### config.mk
export PLATFORM = sky130hd
export DESIGN_NAME = instr_fetch_queue
export DESIGN_NICKNAME = d
export VERILOG_FILES = /design/src/rtl/instr_fetch_queue_pkg.sv /design/src/rtl/fetch_fifo.sv /design/src/rtl/instr_fetch_queue.sv
export SDC_FILE = /design/constraint.sdc
export NUM_CORES = 1
export LEC_CHECK = 0
export ABC_AREA = 0
export BUFFER_PORTS_ARGS = -buffer_cell sky130_fd_sc_hd__clkbuf_2
export CORE_MARGIN = 3
export CORE_UTILIZATION = 45
export DETAILED_ROUTE_END_ITERATION = 8
export PLACE_DENSITY = 0.65
export RECOVER_POWER = 25
export SLEW_MARGIN = 20
export SYNTH_ARGS = -nofsm -noshare
export SYNTH_HDL_FRONTEND = slang
export SYNTH_SLANG_ARGS = --single-unit
### constraint.sdc
create_clock -name clk -period 4.37 [get_ports clk]
set_input_delay 0.6555 -clock clk [delete_from_list [all_inputs] [get_ports clk]]
set_output_delay 0.6555 -clock clk [all_outputs]
set_load 0.01 [all_outputs]
### src/rtl/instr_fetch_queue_pkg.sv
// Shared constants and types for the instruction fetch queue: memory window
// defaults, the NOP used for faulted fetches, FSM encodings and the entry layout.
package instr_fetch_queue_pkg;

    localparam logic [31:0] IMEM_BASE_DEFAULT = 32'h0100_0000;
    localparam logic [31:0] IMEM_LAST_DEFAULT = 32'h0100_07FC;
    localparam logic [31:0] NOP_INSTR         = 32'h0000_0013;

    typedef enum logic [1:0] {
        ST_IDLE    = 2'd0,
        ST_REQ     = 2'd1,
        ST_DISCARD = 2'd2
    } fetch_state_t;

    // 65-bit queue entry, fault flag in the MSB.
    typedef struct packed {
        logic        err;
        logic [31:0] addr;
        logic [31:0] data;
    } fetch_entry_t;

    function automatic logic fetch_addr_ok(input logic [31:0] addr,
                                           input logic [31:0] lo,
                                           input logic [31:0] hi);
        return (addr >= lo) && (addr <= hi) && (addr[1:0] == 2'b00);
    endfunction

endpackage

### src/rtl/fetch_fifo.sv
// First-word-fall-through queue with a synchronous flush that discards the
// same-cycle push and pop.
module fetch_fifo #(
    parameter int DEPTH = 4,
    parameter int WIDTH = 65,
    localparam int AW = $clog2(DEPTH)
) (
    input  logic             clk,
    input  logic             rst,
    input  logic             flush,
    input  logic             push,
    input  logic [WIDTH-1:0] push_data,
    input  logic             pop,
    output logic [WIDTH-1:0] pop_data,
    output logic             empty,
    output logic             full,
    output logic [AW:0]      count
);

    logic [WIDTH-1:0] mem [DEPTH];
    logic [AW-1:0]    wr_ptr;
    logic [AW-1:0]    rd_ptr;
    logic             do_push;
    logic             do_pop;

    assign empty    = (count == '0);
    assign full     = (count == (AW+1)'(DEPTH));
    assign do_push  = push && !full;
    assign do_pop   = pop && !empty;
    assign pop_data = mem[rd_ptr];

    always_ff @(posedge clk) begin
        if (rst || flush) begin
            wr_ptr <= '0;
            rd_ptr <= '0;
            count  <= '0;
        end else begin
            if (do_push) wr_ptr <= wr_ptr + AW'(1);
            if (do_pop)  rd_ptr <= rd_ptr + AW'(1);
            count <= count + (AW+1)'(do_push) - (AW+1)'(do_pop);
        end
    end

    // Storage carries no reset; empty masks stale contents.
    always_ff @(posedge clk) begin
        if (do_push && !flush && !rst) mem[wr_ptr] <= push_data;
    end

endmodule

### src/rtl/instr_fetch_queue.sv
// Fetch front end: captures the PC, issues one instruction-memory read at a
// time, faults out-of-window addresses, and buffers results for decode.
module instr_fetch_queue
    import instr_fetch_queue_pkg::*;
#(
    parameter int          DEPTH     = 4,
    parameter logic [31:0] IMEM_BASE = IMEM_BASE_DEFAULT,
    parameter logic [31:0] IMEM_LAST = IMEM_LAST_DEFAULT,
    localparam int         CW        = $clog2(DEPTH) + 1
) (
    input  logic          clk,
    input  logic          rst,
    input  logic [31:0]   pc_addr,
    input  logic          redirect,
    output logic          fetch_hold,
    output logic          mem_req,
    output logic [31:0]   mem_addr,
    input  logic          mem_ack,
    input  logic [31:0]   mem_rdata,
    output logic          inst_valid,
    input  logic          inst_ready,
    output logic [31:0]   inst_data,
    output logic [31:0]   inst_addr,
    output logic          inst_err,
    output fetch_state_t  dbg_state,
    output logic [CW-1:0] dbg_count
);

    // Handshakes: decode takes the head when inst_valid && inst_ready in the
    // same cycle; memory holds mem_req/mem_addr until the cycle mem_ack=1.

    fetch_state_t state;
    fetch_entry_t push_entry;
    fetch_entry_t head;
    logic         capture;
    logic         addr_ok;
    logic         push;
    logic         pop;
    logic         fifo_empty;
    logic         fifo_full;
    logic [CW-1:0] fifo_count;

    assign addr_ok = fetch_addr_ok(pc_addr, IMEM_BASE, IMEM_LAST);

    // Captures happen only in IDLE, so nothing is in flight and one free
    // slot is enough to guarantee the eventual push lands.
    assign capture    = !rst && (state == ST_IDLE) && !redirect && !fifo_full;
    assign fetch_hold = !capture;

    assign push = (capture && !addr_ok)
               || ((state == ST_REQ) && mem_ack && !redirect);
    assign pop  = inst_valid && inst_ready;

    always_comb begin
        push_entry = '{err: 1'b1, addr: pc_addr, data: NOP_INSTR};
        if (state == ST_REQ) begin
            push_entry = '{err: 1'b0, addr: mem_addr, data: mem_rdata};
        end
    end

    fetch_fifo #(
        .DEPTH (DEPTH),
        .WIDTH ($bits(fetch_entry_t))
    ) u_fifo (
        .clk       (clk),
        .rst       (rst),
        .flush     (redirect),
        .push      (push),
        .push_data (push_entry),
        .pop       (pop),
        .pop_data  (head),
        .empty     (fifo_empty),
        .full      (fifo_full),
        .count     (fifo_count)
    );

    assign inst_valid = !fifo_empty;
    assign inst_data  = head.data;
    assign inst_addr  = head.addr;
    assign inst_err   = !fifo_empty && head.err;
    assign dbg_state  = state;
    assign dbg_count  = fifo_count;

    always_ff @(posedge clk) begin
        if (rst) begin
            state    <= ST_IDLE;
            mem_req  <= 1'b0;
            mem_addr <= IMEM_BASE;
        end else begin
            case (state)
                ST_IDLE: begin
                    if (capture && addr_ok) begin
                        state    <= ST_REQ;
                        mem_req  <= 1'b1;
                        mem_addr <= pc_addr;
                    end
                end
                ST_REQ: begin
                    if (mem_ack) begin
                        state   <= ST_IDLE;
                        mem_req <= 1'b0;
                    end else if (redirect) begin
                        state <= ST_DISCARD;
                    end
                end
                ST_DISCARD: begin
                    if (mem_ack) begin
                        state   <= ST_IDLE;
                        mem_req <= 1'b0;
                    end
                end
                default: begin
                    state   <= ST_IDLE;
                    mem_req <= 1'b0;
                end
            endcase
        end
    end

endmodule

==> run_results.csv <==
group,metric,value,unit
outcome,status,"finished with violations",
outcome,violations,"capacitance limit, slew limit",
min_path,hold_start,"pc_addr[9]",
power_and_ir_drop,clkPwrFrac,0.429,
worst_setup_path,worstPathMaxFanout,36,
logic_synthesis,seq_area_frac_synth,0.7481,
drt,drc,0,
die,core_area,25250,sq um
timing,fmax,308.3,MHz
die,io_pins,174,
final_layout,nets,836,
worst_setup_path,path_delay_family,"flip-flops",
worst_setup_path,arrival,2.59,ns
worst_setup_path,crit_required,3.71,ns
global_route,grt_pass1_vias,6492,
timing,fin_crit_sh,0.7422,
cts,cts_sinks,304,
place,dp_hpwl,14270,microns
power_and_ir_drop,combinationalPowerShare,0.051,
drt,wl,22850,microns
power_and_ir_drop,cellPowerDensity,440.9,nW/um^2
drt,vias_per_cell,5.214,
global_route,antenna_found_initial,0,
die,start_util,0.4599,
logic_synthesis,synthTopCellsByCount,"edfxtp_1 (260), mux4_2 (65), and2_1 (55)",
power_and_ir_drop,p_sw_frac,0.1938,
die,dieArea,27770,sq um
worst_setup_path,cp_slowest_cell,"dfxtp_4",
flow_run,max-cap-violations,1,
logic_synthesis,synth_area_per_cell,20.30,sq um
cts,numCtsBuffers,30,
place,portBuffers,173,
timing,tightest_slew,1.648,ns
die,die_y,166.7,microns
power_and_ir_drop,seqPwrFrac,0.521,
logic_synthesis,yosys-top-cells-area,"edfxtp_1 (67%), mux4_2 (13%), dfxtp_1 (7.6%)",
drt,ant_nets,0,
logic_synthesis,synth_top_area_frac,0.6723,
final_layout,antennaDiodeCount,0,
cts,htreeDepth,1,
drt,dr.pass1.iters,5,
timing,rsz0062_at_grt,"no",
worst_setup_path,reg2reg_to,"u_fifo.mem[2][35]",
logic_synthesis,synth_nets,651,
final_layout,drive_gt1_frac,0.3828,
worst_setup_path,r2r_setup_slack,1.65,ns
worst_setup_path,crit_cells,3,
worst_setup_path,crit_type,"reg -> out",
min_path,min_path_type,"in -> reg",
drt,drtIter0Drc,380,
global_route,grt_pass1_wl,36280,microns
timing,clock_skew,0.01389,ns
timing,whs,0.3795,ns
drt,vias,5793,
logic_synthesis,netlist_area,11610,sq um
timing,period_minus_slack,3.244,ns
power_and_ir_drop,peakVddDrop,246.4,uV
worst_setup_path,critPathMaxStageDelay,0.81,ns
timing,slew_headroom,-0.09883,
cts,post_cts_resized,0,
timing,hold_violations,0,
place,dpl-instance-area,12880,sq um
worst_setup_path,crit_chain,"buf_4 -> mux4_2 -> clkbuf_2",
logic_synthesis,yosys_warnings,0,
final_layout,layout.area.seq,8696,sq um
timing,setup_tns,0,ns
die,placementRows,58,
worst_setup_path,end_kind,"output pin",
place,place.gp.congestion,0.7635,
logic_synthesis,synthArstFlopShare,0,
cts,postCtsHoldBufs,0,
cts,post_cts_buffers,0,
final_layout,multi_input_area,2788,sq um
logic_synthesis,synth-main-ff-cell,"edfxtp_1",
worst_setup_path,r2r_start,"dbg_state[1]",
worst_setup_path,reg2reg_depth,7,
cts,cts_buffer_depth,3,
cts,cts_tree,"done",
worst_setup_path,cp.buffers_inverters,2,
final_layout,design_area,13870,sq um
worst_setup_path,start_kind,"flop",
logic_synthesis,yosysUniqueCellTypes,38,
logic_synthesis,yosysMostFrequentCell,"edfxtp_1",
final_layout,syn_to_final_growth,19.40,%
global_route,grt_usage,0.1647,
logic_synthesis,synth_edf_count,260,
logic_synthesis,ys_ff_latch,304,
die,fp.dieW,166.7,microns
min_path,worstHoldPathCells,3,
power_and_ir_drop,power_switching,1.185,mW
timing,finalSetupViolCount,0,
drt,wire_per_inst,20.56,microns
power_and_ir_drop,p_int,4.929,mW
final_layout,fillers,1976,
min_path,hold_end,"mem_addr[9]",
power_and_ir_drop,p_leak,4.835,nW
timing,slew_viol_final,65,
logic_synthesis,yosys.area.top_type,"edfxtp_1",
cts,clk_pin_slew,0.06,ns
global_route,grt_max_degree,66,
cts,cts_root_buf,"clkbuf_16",
cts,worstSkewPairLatency,0.53,ns
logic_synthesis,synth_cells,572,
global_route,grt_overflow_total,0,
through the flow:
step,setup slack [ns],total power [mW],utilization,std cells
2_1_floorplan,1.081,3.426,-,572
3_3_place_gp,1.278,3.557,0.5099,1055
3_5_place_dp,1.148,3.565,0.5099,1055
4_1_cts,0.9982,6.193,0.5512,1111
5_1_grt,0.9039,6.334,0.5491,1111
6_report,1.126,6.113,0.5491,1111
placed cells by master (no fill, tap or decap), types with 2 or more instances in the layout:
cell type   instances
and2_0             30
clkbuf_1           41
nand2b_1            5
nor4_1              5
buf_4               3
dfxtp_4             2
clkbuf_2          136
dfxtp_1            42
ha_1                9
nor2_1             12
mux2i_1            11
buf_12              2
edfxtp_1          260
clkbuf_8            2
bufinv_16           5
a21oi_1             3
and3_4              5
and2_1             25
or3_1               3
nand2_1             5
mux2_2             32
clkinv_2            9
xnor2_1             3
mux4_2             65
nor3_1              4
clkinv_1            3
clkbuf_16          31
clkinvlp_4          3
inv_1              10
worst max path at each step:
| stage | end | startpoint | slack (ns) |
|---|---|---|---|
| after floorplan | u_fifo.mem[0][0] | redirect | 1.08 |
| final | inst_addr[2] | flop | 1.13 |
| after global placement | u_fifo.mem[2][18] | rst | 1.28 |
| after CTS | inst_addr[2] | flop | 1.0 |
| after detailed placement | u_fifo.mem[2][19] | rst | 1.15 |
| after global routing | inst_addr[2] | flop | 0.90 |
cells by family after synthesis:
family                     share of synthesized area
AOI/OAI and AO/OA                           0.005494
xor gates and xnor gates                    0.003017
adders and majority gates                    0.01142
buffers and inverters                        0.01357
DFF                                           0.7481
muxes                                         0.1666
and+or+nand+nor                              0.05182
final cells by class:
class,count,area share
sequential,304,0.6271
multi-input combinational,231,0.2010
timing repair buffer,179,0.06388
clock buffer,36,0.05874
tap,330,0.02978
clock inverter,20,0.01651
inverter,11,0.002978
power by group through the flow:
stage	Clock (mW)	Sequential (mW)	Combinational, mW
3_5_place_dp	0	3.25	0.320
2_1_floorplan	0	3.23	0.195
6_report	2.62	3.18	0.311
3_3_place_gp	0	3.24	0.314
5_1_grt	2.81	3.19	0.341
4_1_cts	2.69	3.18	0.321
registers in the layout, summed over array words and instances (netlist names), named ones only:
name,count
u_fifo.wr_ptr,2
dbg_state,2
mem_req,1
mem_addr,32
u_fifo.count,3
u_fifo.mem,260
u_fifo.rd_ptr,2
layer usage:
layer,part of all wire,GRT usage
met5,0,0
met4,0.015,0.03372
met3,0.071,0.03228
met2,0.50,0.2857
met1,0.41,0.2198
tightest hold or removal path: cells and delay by family:
kind                   cells  cell delay (ns)
muxes                      1             0.06
buffers and inverters      1             0.09
and+or+nand+nor            1             0.07
Note: power is estimated with default switching activity, not from simulation.
